$ cat src/rtl/isw_dup_fault_check_if.sv
// Bundle of the fault-check stage: both multiplier copies' result shares plus the released
// result, fault flag, sticky alarm and fault counter.
interface isw_dup_fault_check_if #(
   parameter int SHARES = 2,
   parameter int CNT_W  = 8
);
   logic              in_valid;
   logic [SHARES-1:0] res0_in;
   logic [SHARES-1:0] res1_in;
   logic [SHARES-1:0] rand_in;
   logic              alarm_clr;
   logic              out_valid;
   logic [SHARES-1:0] out_shares;
   logic              out_fault;
   logic              alarm;
   logic [CNT_W-1:0]  fault_cnt;

   modport master (
      output in_valid, res0_in, res1_in, rand_in, alarm_clr,
      input  out_valid, out_shares, out_fault, alarm, fault_cnt
   );

   modport slave (
      input  in_valid, res0_in, res1_in, rand_in, alarm_clr,
      output out_valid, out_shares, out_fault, alarm, fault_cnt
   );
endinterface

$ cat src/rtl/isw_dup_fault_check.sv
// Fault check for the duplicated ISW multiplier pair. A valid pipe tracks the multiplier
// latency; at the tap the two copies' result shares are compared and the result is released
// only if they agree. Mismatches raise a sticky alarm, bump a saturating counter and, once the
// counter reaches LOCK_TH, lock the stage until reset.
// Optional feature macro: DUP_INFECT_EN -- suppressed releases carry rand_in instead of zeros.
//
// state  | meaning
// -------+-------------------------------------------------------------
// OK     | no unacknowledged fault, results released when copies agree
// ALARM  | fault seen, alarm held until alarm_clr without a new fault
// LOCKED | fault threshold reached, every release suppressed until reset
module isw_dup_fault_check #(
   parameter int SHARES  = 2,
   parameter int LAT     = 3,
   parameter int CNT_W   = 8,
   parameter int LOCK_TH = 4
) (
   input logic                  clk,
   input logic                  reset,
   isw_dup_fault_check_if.slave bus
);

   typedef enum logic [1:0] {
      ST_OK     = 2'd0,
      ST_ALARM  = 2'd1,
      ST_LOCKED = 2'd2
   } state_t;

   localparam logic [CNT_W-1:0] CNT_MAX  = '1;
   localparam logic [CNT_W-1:0] LOCK_VAL = CNT_W'(LOCK_TH);

   state_t            state;
   state_t            state_nxt;
   logic [LAT-1:0]    vld_pipe;
   logic              vld_t;
   logic              mis;
   logic [CNT_W-1:0]  cnt;
   logic [CNT_W-1:0]  cnt_nxt;
   logic              rel_valid;
   logic [SHARES-1:0] rel_shares;
   logic              rel_fault;
   logic              out_valid_q;
   logic [SHARES-1:0] out_shares_q;
   logic              out_fault_q;

   // The tap is gated first so X on the result shares outside a tap cannot reach the compare.
   assign vld_t = vld_pipe[LAT-1];
   assign mis   = vld_t & (|(bus.res0_in ^ bus.res1_in));

   // Valid pipe: one stage per multiplier cycle, flushed by reset.
   always_ff @(posedge clk) begin
      if (!reset) begin
         vld_pipe <= '0;
      end else begin
         vld_pipe[0] <= bus.in_valid;
         for (int i = 1; i < LAT; i++) begin
            vld_pipe[i] <= vld_pipe[i-1];
         end
      end
   end

   // Saturating fault counter next value.
   always_comb begin
      cnt_nxt = cnt;
      if (mis && (cnt != CNT_MAX)) begin
         cnt_nxt = cnt + 1'b1;
      end
   end

   // State register together with the counter that drives the lock decision.
   always_ff @(posedge clk) begin
      if (!reset) begin
         state <= ST_OK;
         cnt   <= '0;
      end else begin
         state <= state_nxt;
         cnt   <= cnt_nxt;
      end
   end

   // Next state: a new fault beats alarm_clr, and reaching the threshold beats ALARM.
   always_comb begin
      state_nxt = state;
      case (state)
         ST_OK:     if (mis) state_nxt = ST_ALARM;
         ST_ALARM:  if (bus.alarm_clr && !mis) state_nxt = ST_OK;
         ST_LOCKED: state_nxt = ST_LOCKED;
         default:   state_nxt = ST_LOCKED;
      endcase
      if ((state != ST_LOCKED) && (cnt_nxt == LOCK_VAL)) begin
         state_nxt = ST_LOCKED;
      end
   end

   // Release decision: pass copy 0 only when the copies agree and the stage is not locked.
   always_comb begin
      rel_valid  = vld_t;
      rel_shares = '0;
      rel_fault  = 1'b0;
      if (vld_t) begin
         if (mis || (state == ST_LOCKED)) begin
            rel_fault = 1'b1;
`ifdef DUP_INFECT_EN
            rel_shares = bus.rand_in;
`else
            rel_shares = '0;
`endif
         end else begin
            rel_shares = bus.res0_in;
         end
      end
   end

`ifndef DUP_INFECT_EN
   logic unused_rand;
   assign unused_rand = ^bus.rand_in;
`endif

   // Registered release outputs.
   always_ff @(posedge clk) begin
      if (!reset) begin
         out_valid_q  <= 1'b0;
         out_shares_q <= '0;
         out_fault_q  <= 1'b0;
      end else begin
         out_valid_q  <= rel_valid;
         out_shares_q <= rel_shares;
         out_fault_q  <= rel_fault;
      end
   end

   assign bus.out_valid  = out_valid_q;
   assign bus.out_shares = out_shares_q;
   assign bus.out_fault  = out_fault_q;
   assign bus.alarm      = (state != ST_OK);
   assign bus.fault_cnt  = cnt;

endmodule

$ cat src/flat_wrapper.sv
// flat-port wrapper written by rule: the top's interface ports become plain ports
module isw_dup_fault_check_flat 
#(
   parameter int SHARES  = 2,
   parameter int LAT     = 3,
   parameter int CNT_W   = 8,
   parameter int LOCK_TH = 4
)
  (clk, reset, bus_in_valid, bus_res0_in, bus_res1_in, bus_rand_in, bus_alarm_clr, bus_out_valid, bus_out_shares, bus_out_fault, bus_alarm, bus_fault_cnt);
  isw_dup_fault_check_if #(.SHARES(SHARES), .CNT_W(CNT_W)) bus_i ();
  input logic clk;
  input logic reset;
  input wire logic [$bits(bus_i.in_valid)-1:0] bus_in_valid;
  input wire logic [$bits(bus_i.res0_in)-1:0] bus_res0_in;
  input wire logic [$bits(bus_i.res1_in)-1:0] bus_res1_in;
  input wire logic [$bits(bus_i.rand_in)-1:0] bus_rand_in;
  input wire logic [$bits(bus_i.alarm_clr)-1:0] bus_alarm_clr;
  output wire logic [$bits(bus_i.out_valid)-1:0] bus_out_valid;
  output wire logic [$bits(bus_i.out_shares)-1:0] bus_out_shares;
  output wire logic [$bits(bus_i.out_fault)-1:0] bus_out_fault;
  output wire logic [$bits(bus_i.alarm)-1:0] bus_alarm;
  output wire logic [$bits(bus_i.fault_cnt)-1:0] bus_fault_cnt;
  assign bus_i.in_valid = bus_in_valid;
  assign bus_i.res0_in = bus_res0_in;
  assign bus_i.res1_in = bus_res1_in;
  assign bus_i.rand_in = bus_rand_in;
  assign bus_i.alarm_clr = bus_alarm_clr;
  assign bus_out_valid = bus_i.out_valid;
  assign bus_out_shares = bus_i.out_shares;
  assign bus_out_fault = bus_i.out_fault;
  assign bus_alarm = bus_i.alarm;
  assign bus_fault_cnt = bus_i.fault_cnt;
  isw_dup_fault_check #(.SHARES(SHARES), .LAT(LAT), .CNT_W(CNT_W), .LOCK_TH(LOCK_TH)) u_core (.clk(clk), .reset(reset), .bus(bus_i));
endmodule
$ cat config.mk
export PLATFORM = sky130hd
export DESIGN_NAME = isw_dup_fault_check_flat
export DESIGN_NICKNAME = d
export VERILOG_FILES = /design/src/rtl/isw_dup_fault_check_if.sv /design/src/rtl/isw_dup_fault_check.sv /design/src/flat_wrapper.sv
export SDC_FILE = /design/constraint.sdc
export NUM_CORES = 1
export LEC_CHECK = 0
export BUFFER_PORTS_ARGS = -buffer_cell sky130_fd_sc_hd__buf_2
export CAP_MARGIN = 0
export CORE_UTILIZATION = 56
export CTS_BUF_LIST = sky130_fd_sc_hd__clkbuf_4 sky130_fd_sc_hd__clkbuf_8
export CTS_CLUSTER_DIAMETER = 80
export DETAILED_ROUTE_END_ITERATION = 12
export GPL_ROUTABILITY_DRIVEN = 0
export HOLD_SLACK_MARGIN = 0.12
export PLACE_DENSITY_LB_ADDON = 0.2
export SLEW_MARGIN = 20
export SYNTH_ARGS = -nofsm -noshare
export SYNTH_HDL_FRONTEND = slang
export SYNTH_SLANG_ARGS = --single-unit
export TNS_END_PERCENT = 50
$ cat constraint.sdc
create_clock -name clk -period 3.05 [get_ports clk]
set_input_delay 0.1525 -clock clk [delete_from_list [all_inputs] [get_ports clk]]
set_output_delay 0.1525 -clock clk [all_outputs]
set_load 0.01 [all_outputs]
==> results of run 1 <==
[worst reg2reg max path: cells and delay by family (launching register included)]
family | cells | cell delay (ps)
compound gates | 3 | 690
fa+ha+maj | 1 | 340
flops | 1 | 490
mux | 1 | 340
simple gates | 1 | 290
[flip-flops by register name, summed over array words and instances, names as in the netlist]
register               flops
u_core.bus.fault_cnt       8
u_core.vld_pipe            3
u_core.bus.out_shares      2
u_core.state               2
u_core.bus.out_fault       1
u_core.bus.out_valid       1
[layer usage]
layer / routed length (um) / share of wire / GRT usage
met5: 0 / 0 / 0
met4: 18 / 0.011 / 0.0500
met3: 88 / 0.051 / 0.0833
met2: 817 / 0.48 / 0.413
met1: 784 / 0.46 / 0.272
[synthesized netlist by cell type, types with 2 or more instances]
cell,number,area (um2)
sky130_fd_sc_hd__dfxtp_1,17,340
sky130_fd_sc_hd__nor2_1,11,41.3
sky130_fd_sc_hd__and2_1,6,37.5
sky130_fd_sc_hd__xor2_1,6,52.6
sky130_fd_sc_hd__nand3_1,5,25.0
sky130_fd_sc_hd__a21oi_1,3,15.0
sky130_fd_sc_hd__and3_1,3,18.8
sky130_fd_sc_hd__inv_1,3,11.3
sky130_fd_sc_hd__nand2_1,3,11.3
sky130_fd_sc_hd__nand4_1,3,18.8
sky130_fd_sc_hd__mux2i_1,2,20.0
sky130_fd_sc_hd__o21ai_0,2,10.0
sky130_fd_sc_hd__xnor2_1,2,17.5
[worst paths after layout]
check / endpoint / slack, ps / cells after the start
worst min register to register: u_core.vld_pipe[2] / 440 / 1
worst max register to register: u_core.state[0] / 770 / 6
worst max-delay path: u_core.state[0] / 770 / 6
worst min-delay path: u_core.vld_pipe[2] / 150 / 2
[area by class of cell]
type                            instances  area (um2)  share of cell area
Multi-Input combinational cell         68         463               0.464
Sequential cell                        17         340               0.341
Timing Repair Buffer                   23         130               0.130
Clock buffer                            4        30.0              0.0301
Tap cell                               15        18.8              0.0188
Inverter                                4        15.0              0.0151
[power groups by stage]
stage               clock network [uW]  registers [uW]  logic [uW]
finish                             125             227        24.3
global route                       140             227        26.8
CTS                                127             227        24.4
detailed placement                   0             232        21.2
global placement                     0             232        20.7
floorplan                            0             232        11.4
[kinds of logic (layout without fill, tap and decap cells)]
kind of cell               Yosys count  after routing
xor gates and xnor gates             8              8
buffers and inverters                6             31
muxes                                3              3
and+or+nand+nor                     40             40
AOI/OAI and AO/OA                   16             16
DFF                                 17             17
adders and majority gates            1              1
[through the flow]
| step | hold slack, ps | utilization | total power [uW] | instance area (um2) |
|---|---|---|---|---|
| 6_report | 145 | 0.748 | 376 | 997 |
| 5_1_grt | 138 | 0.748 | 394 | 997 |
| 4_1_cts | 144 | 0.748 | 378 | 997 |
| 3_5_place_dp | 397 | 0.703 | 253 | 937 |
| 3_3_place_gp | 361 | 0.703 | 252 | 937 |
| 2_1_floorplan | 274 | - | 243 | 831 |
==> impl_metrics.env, run 1 <==
export IMPL_pre_cts_slack_ps=819
export IMPL_cts_repair_resized=0
export IMPL_final_cells=131
export IMPL_switch_pwr_uw=80.5
export IMPL_dpl_cell_count=124
export IMPL_crit_reg2reg_launch="u_core.bus.fault_cnt[0]"
export IMPL_final_max_slew_violation_count=0
export IMPL_synthXorXnorAreaFrac=0.0843
export IMPL_synthAdderAreaFrac=0.0151
export IMPL_synthesized_area_fraction_occupied_by_ao_oa_aoi_and_oai_cells=0.152
export IMPL_maxClockFrequency_ghz=0.440
export IMPL_powerDensity_nw_per_um2=377
export IMPL_tritoncts_num_buffers=3
export IMPL_fin_worst_skew_ps=5.94
export IMPL_result_of_the_run="completed"
export IMPL_final_critical_path_setup_slack_ps=775
export IMPL_sw_share=0.214
export IMPL_rows=13
export IMPL_grt_setup_unrepaired="no"
export IMPL_synth_edff_count=0
export IMPL_cts_num_sinks=17
export IMPL_endpoint_arrival_time_on_the_critical_path_ps=2420
export IMPL_power_frac_seq=0.604
export IMPL_cts_max_level=1
export IMPL_synth_area_per_cell_um2=9.13
export IMPL_finalCritPeriodShare=0.746
export IMPL_number_of_global_route_vias_before_repair=580
export IMPL_flip_flop_and_latch_count_after_synthesis=17
export IMPL_max_slew_worst_pin_slew_ps=428
export IMPL_critical_path_max_stage_delay_ps=490
export IMPL_global_route_usage_total=0.236
export IMPL_fp_dieArea_um2=1640
export IMPL_avgRoutedWirePerCell_um=13.0
export IMPL_synth_cell_type_count=38
export IMPL_drv_max_cap_violation_count=0
export IMPL_cellInternalPower_uw=295
export IMPL_numPortBuffers=20
export IMPL_yosysWarnings=0
export IMPL_grt_pass1_wl_um=2490
export IMPL_grt_start_max_net_pins=12
export IMPL_finalNetCount=128
export IMPL_insertion_delay_ps=280
export IMPL_post_cts_hold_buffer_count=3
export IMPL_place_detailed_hpwl_um=1180
export IMPL_ios=23
export IMPL_synth_yosys_seq_area_share=0.410
export IMPL_core_um2=1330
export IMPL_cp_startpoint="u_core.bus.fault_cnt[0]"
export IMPL_cp_required_ps=3200
export IMPL_drt_first_pass_iters=4
export IMPL_worstSetupPathType="flop to flop"
export IMPL_cts_buffer_depth=2
export IMPL_holdCritPathClass="input port to flop"
export IMPL_setup_violations_final=0
export IMPL_cp_max_fo=8
export IMPL_detail_route_drc_violations=0
export IMPL_synthToLayoutAreaGrowth_pct=20.0
export IMPL_worst_path_dominant_cell_family="compound AO/OA/AOI/OAI gates"
export IMPL_timing_slew_headroom=0.711
export IMPL_timing_final_crit_period_ps=2280
export IMPL_totalWireLength_um=1710
export IMPL_yosys_most_used_dff="sky130_fd_sc_hd__dfxtp_1"
export IMPL_final_setup_tns_ps=0
export IMPL_first_iter_violations=9
export IMPL_global_route_overflow_total=0
export IMPL_synthCells=91
export IMPL_async_reset_ff_frac=0
export IMPL_combinational_family_with_the_most_area_after_synthesis="simple AND/OR/NAND/NOR gates"
export IMPL_clock_power_share=0.332
export IMPL_worst_setup_path_start_kind="flop"
export IMPL_cts_reportedPaths_clkPinSlew_ps=90
export IMPL_power_ir_vdd_worst_v=0.000260
export IMPL_route_antenna_remaining_nets=0
export IMPL_power_leakage_uw=0.000448
export IMPL_syn_nets=102
export IMPL_die_height_um=40.5
export IMPL_post_cts_setup_buffer_count=0
export IMPL_timing_final_hold_violations=0
export IMPL_tritoncts="built"
export IMPL_route_detailed_vias_per_inst=5.40
export IMPL_floorplan_initialDensity=0.623
export IMPL_critical_path_slowest_cell="sky130_fd_sc_hd__dfxtp_1"
export IMPL_die_w_um=40.5
export IMPL_most_common_layout_cells="20 x sky130_fd_sc_hd__buf_2, 17 x sky130_fd_sc_hd__dfxtp_1, 11 x sky130_fd_sc_hd__nor2_1, 6 x sky130_fd_sc_hd__xor2_1, 6 x sky130_fd_sc_hd__and2_1"
export IMPL_fraction_of_layout_cells_with_a_size_suffix_above_1=0.259
export IMPL_grt_antenna_before_repair=0
export IMPL_layout_cells_most_common="sky130_fd_sc_hd__buf_2"
export IMPL_timing_critical_path_to_type="flop"
export IMPL_comb_power_share=0.065
export IMPL_worst_hold_startpoint="reset"
export IMPL_synth_mux_area_frac=0.0422
export IMPL_number_of_vias_in_the_routed_layout=708
export IMPL_insertedDiodeCount=0
export IMPL_netlist_area_um2=831
export IMPL_num_fill_cells=101
export IMPL_cp_num_buf_inv=0
export IMPL_yosys_area_share_simple=0.264
export IMPL_clock_tree_root_cell="sky130_fd_sc_hd__clkbuf_4"
export IMPL_crit_path_cell_trace="ha_1, and4_4, o2111ai_2, mux2_4, a2111oi_2, a2111oi_0"
Power figures use the tool's default switching activity.
==> run 2, diff against run 1 <==
- ABC_AREA: unset -> 1
- CORE_ASPECT_RATIO: unset -> 1.25
- CORE_UTILIZATION: 56 -> 48
- clock period: 3.05 -> 1.9 ns (I/O delays scaled with it)
==> run 2 against run 1 <==
  * Area after synthesis increased by 4.1%
  * Register-to-register slack got worse by 570 ps
  * Fmax increased by 35%
  * Via count increased by 19%
  * Synthesized cell count increased by 42%
  * Total power increased by 68%
  * Non-clock buffer count increased by 2
  * Critical endpoint unchanged
  * Largest cell class unchanged
  * Highest routed layer unchanged
==> impl_metrics.env, run 2 <==
export IMPL_result_of_the_run="completed"
export IMPL_syn_nets=140
export IMPL_avgRoutedWirePerCell_um=9.95
export IMPL_synth_yosys_seq_area_share=0.394
export IMPL_powerDensity_nw_per_um2=597
export IMPL_layout_cells_most_common="sky130_fd_sc_hd__nand2_1"
export IMPL_synthCells=129
export IMPL_cp_required_ps=2080
export IMPL_flip_flop_count_of_the_largest_register_all_copies_and_words_added=8
export IMPL_insertedDiodeCount=0
export IMPL_totalWireLength_um=1740
export IMPL_timing_slew_headroom=0.788
export IMPL_worst_setup_path_start_kind="flop"
export IMPL_tritoncts_num_buffers=3
export IMPL_first_iter_violations=12
export IMPL_insertion_delay_ps=280
export IMPL_num_fill_cells=156
export IMPL_timing_final_hold_violations=0
export IMPL_synth_edff_count=0
export IMPL_most_common_layout_cells="43 x sky130_fd_sc_hd__nand2_1, 20 x sky130_fd_sc_hd__buf_2, 19 x sky130_fd_sc_hd__inv_1, 16 x sky130_fd_sc_hd__dfxtp_1, 15 x sky130_fd_sc_hd__nor2_1"
export IMPL_maxClockFrequency_ghz=0.592
export IMPL_detail_route_drc_violations=0
export IMPL_total_power_uw=632
export IMPL_worst_hold_startpoint="bus_alarm_clr"
export IMPL_async_reset_ff_frac=0
export IMPL_synth_cell_type_count=21
export IMPL_cts_reportedPaths_clkPinSlew_ps=100
export IMPL_endpoint_arrival_time_on_the_critical_path_ps=1870
export IMPL_rows=16
export IMPL_setup_violations_final=0
export IMPL_finalCritPeriodShare=0.890
export IMPL_timing_critical_path_to_type="flop"
export IMPL_yosysWarnings=0
export IMPL_reg2regPathDepth=12
export IMPL_cts_buffer_depth=2
export IMPL_drv_max_cap_violation_count=0
export IMPL_yosys_area_top_type="sky130_fd_sc_hd__dfxtp_1"
export IMPL_synth_common_cells="43 x sky130_fd_sc_hd__nand2_1, 19 x sky130_fd_sc_hd__inv_1, 17 x sky130_fd_sc_hd__dfxtp_1, 15 x sky130_fd_sc_hd__nor2_1, 5 x sky130_fd_sc_hd__nand3_1"
export IMPL_timing_hold_worst_path_depth=4
export IMPL_die_height_um=49.5
export IMPL_holdCritPathClass="input port to flop"
export IMPL_cts_num_sinks=17
export IMPL_yosys_area_top_type_share=0.394
export IMPL_timing_final_crit_period_ps=1690
export IMPL_number_of_global_route_vias_before_repair=765
export IMPL_fraction_of_layout_cells_with_a_size_suffix_above_1=0.236
export IMPL_fp_dieArea_um2=1980
export IMPL_clock_tree_root_cell="sky130_fd_sc_hd__clkbuf_4"
export IMPL_comb_power_share=0.112
export IMPL_post_synth_top_count_cell="sky130_fd_sc_hd__nand2_1"
export IMPL_crit_reg2reg_launch="u_core.bus.fault_cnt[1]"
export IMPL_cellInternalPower_uw=472
export IMPL_global_route_usage_total=0.209
export IMPL_worstSetupPathType="flop to flop"
export IMPL_die_w_um=40.0
export IMPL_route_detailed_vias_per_inst=4.82
export IMPL_tritoncts="built"
export IMPL_netlist_area_um2=865
export IMPL_grt_pass1_wl_um=2950
export IMPL_cts_max_level=1
export IMPL_max_slew_worst_pin_slew_ps=317
export IMPL_place_detailed_hpwl_um=1320
export IMPL_sw_share=0.253
export IMPL_grt_start_max_net_pins=11
export IMPL_post_synth_main_area_contributors="sky130_fd_sc_hd__dfxtp_1 39%, sky130_fd_sc_hd__nand2_1 19%, sky130_fd_sc_hd__inv_1 8.2%"
export IMPL_power_leakage_uw=0.000583
export IMPL_floorplan_initialDensity=0.533
export IMPL_synth_area_per_cell_um2=6.70
export IMPL_cp_max_fo=10
export IMPL_yosys_most_used_dff="sky130_fd_sc_hd__dfxtp_1"
export IMPL_final_max_slew_violation_count=0
export IMPL_grt_antenna_before_repair=0
export IMPL_ios=23
export IMPL_switch_pwr_uw=160
export IMPL_core_um2=1620
export IMPL_global_route_overflow_total=0
export IMPL_power_frac_seq=0.588
export IMPL_flip_flop_and_latch_count_after_synthesis=17
export IMPL_number_of_vias_in_the_routed_layout=844
export IMPL_numPortBuffers=20
export IMPL_grt_setup_unrepaired="no"
export IMPL_finalNetCount=169
export IMPL_fin_worst_skew_ps=2.75
export IMPL_final_setup_tns_ps=0
export IMPL_cp_startpoint="u_core.bus.fault_cnt[1]"
export IMPL_drt_first_pass_iters=5
export IMPL_route_antenna_remaining_nets=0
export IMPL_power_ir_vdd_worst_v=0.000572
export IMPL_clock_power_share=0.300
export IMPL_synthToLayoutAreaGrowth_pct=22.4
==> run 2: cell count changes after synthesis, moves of 3 or more <==
| cell | change |
|---|---|
| sky130_fd_sc_hd__nand2_1 | +40 |
| sky130_fd_sc_hd__nor2_1 | +4 |
| sky130_fd_sc_hd__nand2_2 | +3 |
| sky130_fd_sc_hd__and2_1 | -6 |
| sky130_fd_sc_hd__xor2_1 | -4 |
| sky130_fd_sc_hd__inv_1 | +16 |
| sky130_fd_sc_hd__and3_1 | -3 |
==> run 2: what timing repair did <==
action / 4_1_cts / 5_1_grt
setup buffers: 0 / 0
hold buffers: 5 / 0
endpoints found under the hold margin: 8 / 0
setup endpoints to repair: 0 / 1
resized for setup: 0 / 1
==> run 2: cells by family after synthesis <==
group | Yosys count | synth area share
AO/OA/AOI/OAI | 9 | 0.0564
adder cells (fa/ha/maj) | 1 | 0.0145
flip-flops | 17 | 0.394
XOR/XNOR | 2 | 0.0203
buffers and inverters | 23 | 0.104
AND/OR/NAND/NOR | 77 | 0.411
==> run 2: critical path, cell delays in order (launching register included) <==
cell and delay (ps):
sky130_fd_sc_hd__dfxtp_1 400, sky130_fd_sc_hd__ha_1 220, sky130_fd_sc_hd__nand2_2 90, sky130_fd_sc_hd__nor2_4 140, sky130_fd_sc_hd__nand2_4 90, sky130_fd_sc_hd__nand3_4 140, sky130_fd_sc_hd__nand2_1 60, sky130_fd_sc_hd__o21ai_1 110
sky130_fd_sc_hd__nand2_1 90, sky130_fd_sc_hd__nor2_2 100, sky130_fd_sc_hd__nand2_2 60, sky130_fd_sc_hd__nand2_1 60, sky130_fd_sc_hd__nor2_1 40
==> run 2: routing by layer <==
metal	track usage	routed length [um]	up-vias
li1	-	-	449
met1	0.249	780	372
met2	0.355	897	21
met3	0.0270	49	2
met4	0.0862	14	0
met5	0	0	-
==> run 2: worst paths after layout <==
check / to / slack [ps]
max: u_core.state[0] / 210
min: u_core.state[0] / 160
max reg2reg: u_core.state[0] / 210
min reg2reg: u_core.vld_pipe[1] / 430
==> run 2: power by group through the flow <==
stage          Clock (uW)  Combinational (uW)  Sequential, uW
2_1_floorplan           0                39.1             380
3_3_place_gp            0                60.1             379
3_5_place_dp            0                61.8             380
4_1_cts               198                70.1             372
5_1_grt               215                81.5             373
6_report              190                70.5             372
==> run 2: final cells by class <==
cell class | instances | area, um2 | area share
clock buffers | 3 | 22.5 | 0.0213
multi-input cells | 89 | 434 | 0.410
flip-flops and latches | 17 | 342 | 0.323
repair buffers | 25 | 150 | 0.142
clock inverters | 1 | 5.00 | 0.00473
inverters | 22 | 82.6 | 0.0780
well taps | 18 | 22.5 | 0.0213
==> run 2: through the flow <==
step	cells	setup slack (ps)	utilization	instance area (um2)	hold slack [ps]
2_1_floorplan	129	311	-	865	188
3_3_place_gp	166	230	0.604	980	277
3_5_place_dp	166	216	0.604	980	282
4_1_cts	175	178	0.652	1060	148
5_1_grt	175	0.637	0.653	1060	201
6_report	175	210	0.653	1060	157
==> run 3, diff against run 2 <==
- BUFFER_PORTS_ARGS: -buffer_cell sky130_fd_sc_hd__buf_2 -> -buffer_cell sky130_fd_sc_hd__buf_4
==> run 3 against run 2 <==
  * Sequential power about the same
  * Highest routed layer unchanged
  * Routed wire length increased by 2.8%
  * Clock skew about the same
==> impl_metrics.env, run 3 (synthesis results as in run 2) <==
export IMPL_result_of_the_run="completed"
export IMPL_number_of_vias_in_the_routed_layout=839
export IMPL_num_fill_cells=140
export IMPL_layout_cells_most_common="sky130_fd_sc_hd__nand2_1"
export IMPL_total_power_uw=652
export IMPL_drv_max_cap_violation_count=0
export IMPL_maxClockFrequency_ghz=0.585
export IMPL_ios=23
export IMPL_register_area_um2=340
export IMPL_power_ir_vdd_worst_v=0.000478
export IMPL_worstSetupPathType="flop to flop"
export IMPL_cp_required_ps=2080
export IMPL_numPortBuffers=20
export IMPL_worst_path_dominant_cell_family="simple AND/OR/NAND/NOR gates"
export IMPL_crit_reg2reg_launch="u_core.bus.fault_cnt[0]"
export IMPL_cts_reportedPaths_clkPinSlew_ps=90
export IMPL_grt_use_met2=0.366
export IMPL_fin_worst_skew_ps=2.81
export IMPL_endpoint_arrival_time_on_the_critical_path_ps=1890
export IMPL_global_route_usage_total=0.214
export IMPL_hold_end="u_core.state[0]"
export IMPL_m1_gr_usage=0.260
export IMPL_fp_dieArea_um2=1980
export IMPL_crit_path_cell_trace="ha_1, nand2_2, nor2_4, nand2_4, nand3_4, nand2_1, nand2_1, nand2_1, nor2_2, nand2_2, nand2_1, nor2_1"
export IMPL_timing_hold_worst_path_depth=4
export IMPL_tritoncts="built"
export IMPL_place_detailed_hpwl_um=1410
export IMPL_first_iter_violations=11
export IMPL_powerDensity_nw_per_um2=587
export IMPL_final_cells=175
export IMPL_die_w_um=40.0
export IMPL_route_antenna_remaining_nets=0
export IMPL_setup_violations_final=0
export IMPL_cts_repair_resized=0
export IMPL_critical_path_max_stage_delay_ps=410
export IMPL_timing_slew_headroom=0.778
export IMPL_timing_final_crit_period_ps=1710
export IMPL_avgRoutedWirePerCell_um=10.2
export IMPL_worst_setup_path_start_kind="flop"
export IMPL_drt_first_pass_iters=4
export IMPL_fin_worst_hold_slack_ps=151
export IMPL_core_um2=1620
export IMPL_holdCritPathClass="input port to flop"
export IMPL_worstReg2RegEnd="u_core.state[0]"
export IMPL_die_height_um=49.5
export IMPL_timing_critical_path_to_type="flop"
export IMPL_global_route_overflow_total=0
export IMPL_cp_num_buf_inv=0
export IMPL_max_slew_worst_pin_slew_ps=332
export IMPL_grt_pass1_wl_um=3020
export IMPL_grt_busiest_layer="met2"
export IMPL_number_of_global_route_vias_before_repair=770
export IMPL_rrSetupSlack_ps=190
export IMPL_dpl_cell_count=166
export IMPL_floorplan_initialDensity=0.533
export IMPL_grtUsageMet3=0.0135
export IMPL_timing_final_hold_violations=0
export IMPL_power_leakage_uw=0.000588
export IMPL_multi_input_area_um2=434
export IMPL_insertedDiodeCount=0
export IMPL_cts_num_sinks=17
export IMPL_clock_tree_root_cell="sky130_fd_sc_hd__clkbuf_4"
export IMPL_totalWireLength_um=1790
export IMPL_finalNetCount=169
export IMPL_reg2regPathDepth=12
export IMPL_finalCritPeriodShare=0.900
export IMPL_final_max_slew_violation_count=0
export IMPL_finish_utilization=0.684
export IMPL_grt_start_max_net_pins=11
export IMPL_most_common_layout_cells="43 x sky130_fd_sc_hd__nand2_1, 20 x sky130_fd_sc_hd__buf_4, 19 x sky130_fd_sc_hd__inv_1, 17 x sky130_fd_sc_hd__dfxtp_1, 15 x sky130_fd_sc_hd__nor2_1"
export IMPL_fraction_of_layout_cells_with_a_size_suffix_above_1=0.229
export IMPL_insertion_delay_ps=280
export IMPL_detail_route_drc_violations=0
export IMPL_flip_flop_count_of_the_largest_register_all_copies_and_words_added=8
export IMPL_critical_path_slowest_cell="sky130_fd_sc_hd__dfxtp_1"
export IMPL_grt_antenna_before_repair=0
export IMPL_synthToLayoutAreaGrowth_pct=28.4
export IMPL_post_cts_setup_buffer_count=0
export IMPL_route_detailed_vias_per_inst=4.79
export IMPL_post_cts_hold_buffer_count=5
export IMPL_tritoncts_num_buffers=3
export IMPL_cts_buffer_depth=2
export IMPL_worst_hold_startpoint="bus_alarm_clr"
export IMPL_rows=16
export IMPL_crit_top_cell="sky130_fd_sc_hd__nand2_1"
export IMPL_grt_setup_unrepaired="no"
export IMPL_final_setup_tns_ps=0
export IMPL_cp_max_fo=10
export IMPL_cts_max_level=1
## run 3: metrics by stage
stage	cell area, um2	setup slack, ps
floorplan	865	311
global placement	1030	223
detailed placement	1030	194
CTS	1110	170
global route	1110	1.73
finish	1110	190
## run 3: power breakdown
part / total (uW) / internal (uW) / switching (uW) / leakage (uW)
Combinational: 77.5 / 36.4 / 41.0 / 0.000432
Sequential: 371 / 364 / 7.28 / 0.000138
Clock: 203 / 95.8 / 107 / 0.0000184
Total: 652 / 496 / 155 / 0.000588
## run 3: worst reg2reg max path, stage by stage, from the launching register on
cell and delay (ps):
sky130_fd_sc_hd__dfxtp_1 410, sky130_fd_sc_hd__ha_1 220, sky130_fd_sc_hd__nand2_2 90, sky130_fd_sc_hd__nor2_4 140, sky130_fd_sc_hd__nand2_4 90, sky130_fd_sc_hd__nand3_4 140, sky130_fd_sc_hd__nand2_1 80, sky130_fd_sc_hd__nand2_1 80
sky130_fd_sc_hd__nand2_1 80, sky130_fd_sc_hd__nor2_2 120, sky130_fd_sc_hd__nand2_2 70, sky130_fd_sc_hd__nand2_1 60, sky130_fd_sc_hd__nor2_1 40
## run 3: final cells by class
cell class                      instances  area share
Tap cell                               18      0.0203
Timing Repair Buffer                   25       0.180
Multi-Input combinational cell         89       0.391
Sequential cell                        17       0.307
Inverter                               22      0.0744
Clock buffer                            4      0.0271
## run 3: worst max-delay path by stage
stage / cells past startpoint / startpoint / endpoint / slack, ps
6_report: 12 / u_core.bus.fault_cnt[0] / u_core.state[0] / 190
5_1_grt: 12 / u_core.bus.fault_cnt[0] / u_core.state[0] / 2
4_1_cts: 12 / u_core.bus.fault_cnt[0] / u_core.state[0] / 170
3_5_place_dp: 12 / u_core.bus.fault_cnt[0] / u_core.state[0] / 190
3_3_place_gp: 12 / u_core.bus.fault_cnt[0] / u_core.state[0] / 220
2_1_floorplan: 12 / u_core.bus.fault_cnt[1] / u_core.state[0] / 310
## run 3: per-layer routing
layer  routed length (um)  part of all wire
met3                   54             0.030
met5                    0                 0
met2                  938              0.52
met4                   30             0.017
met1                  767              0.43
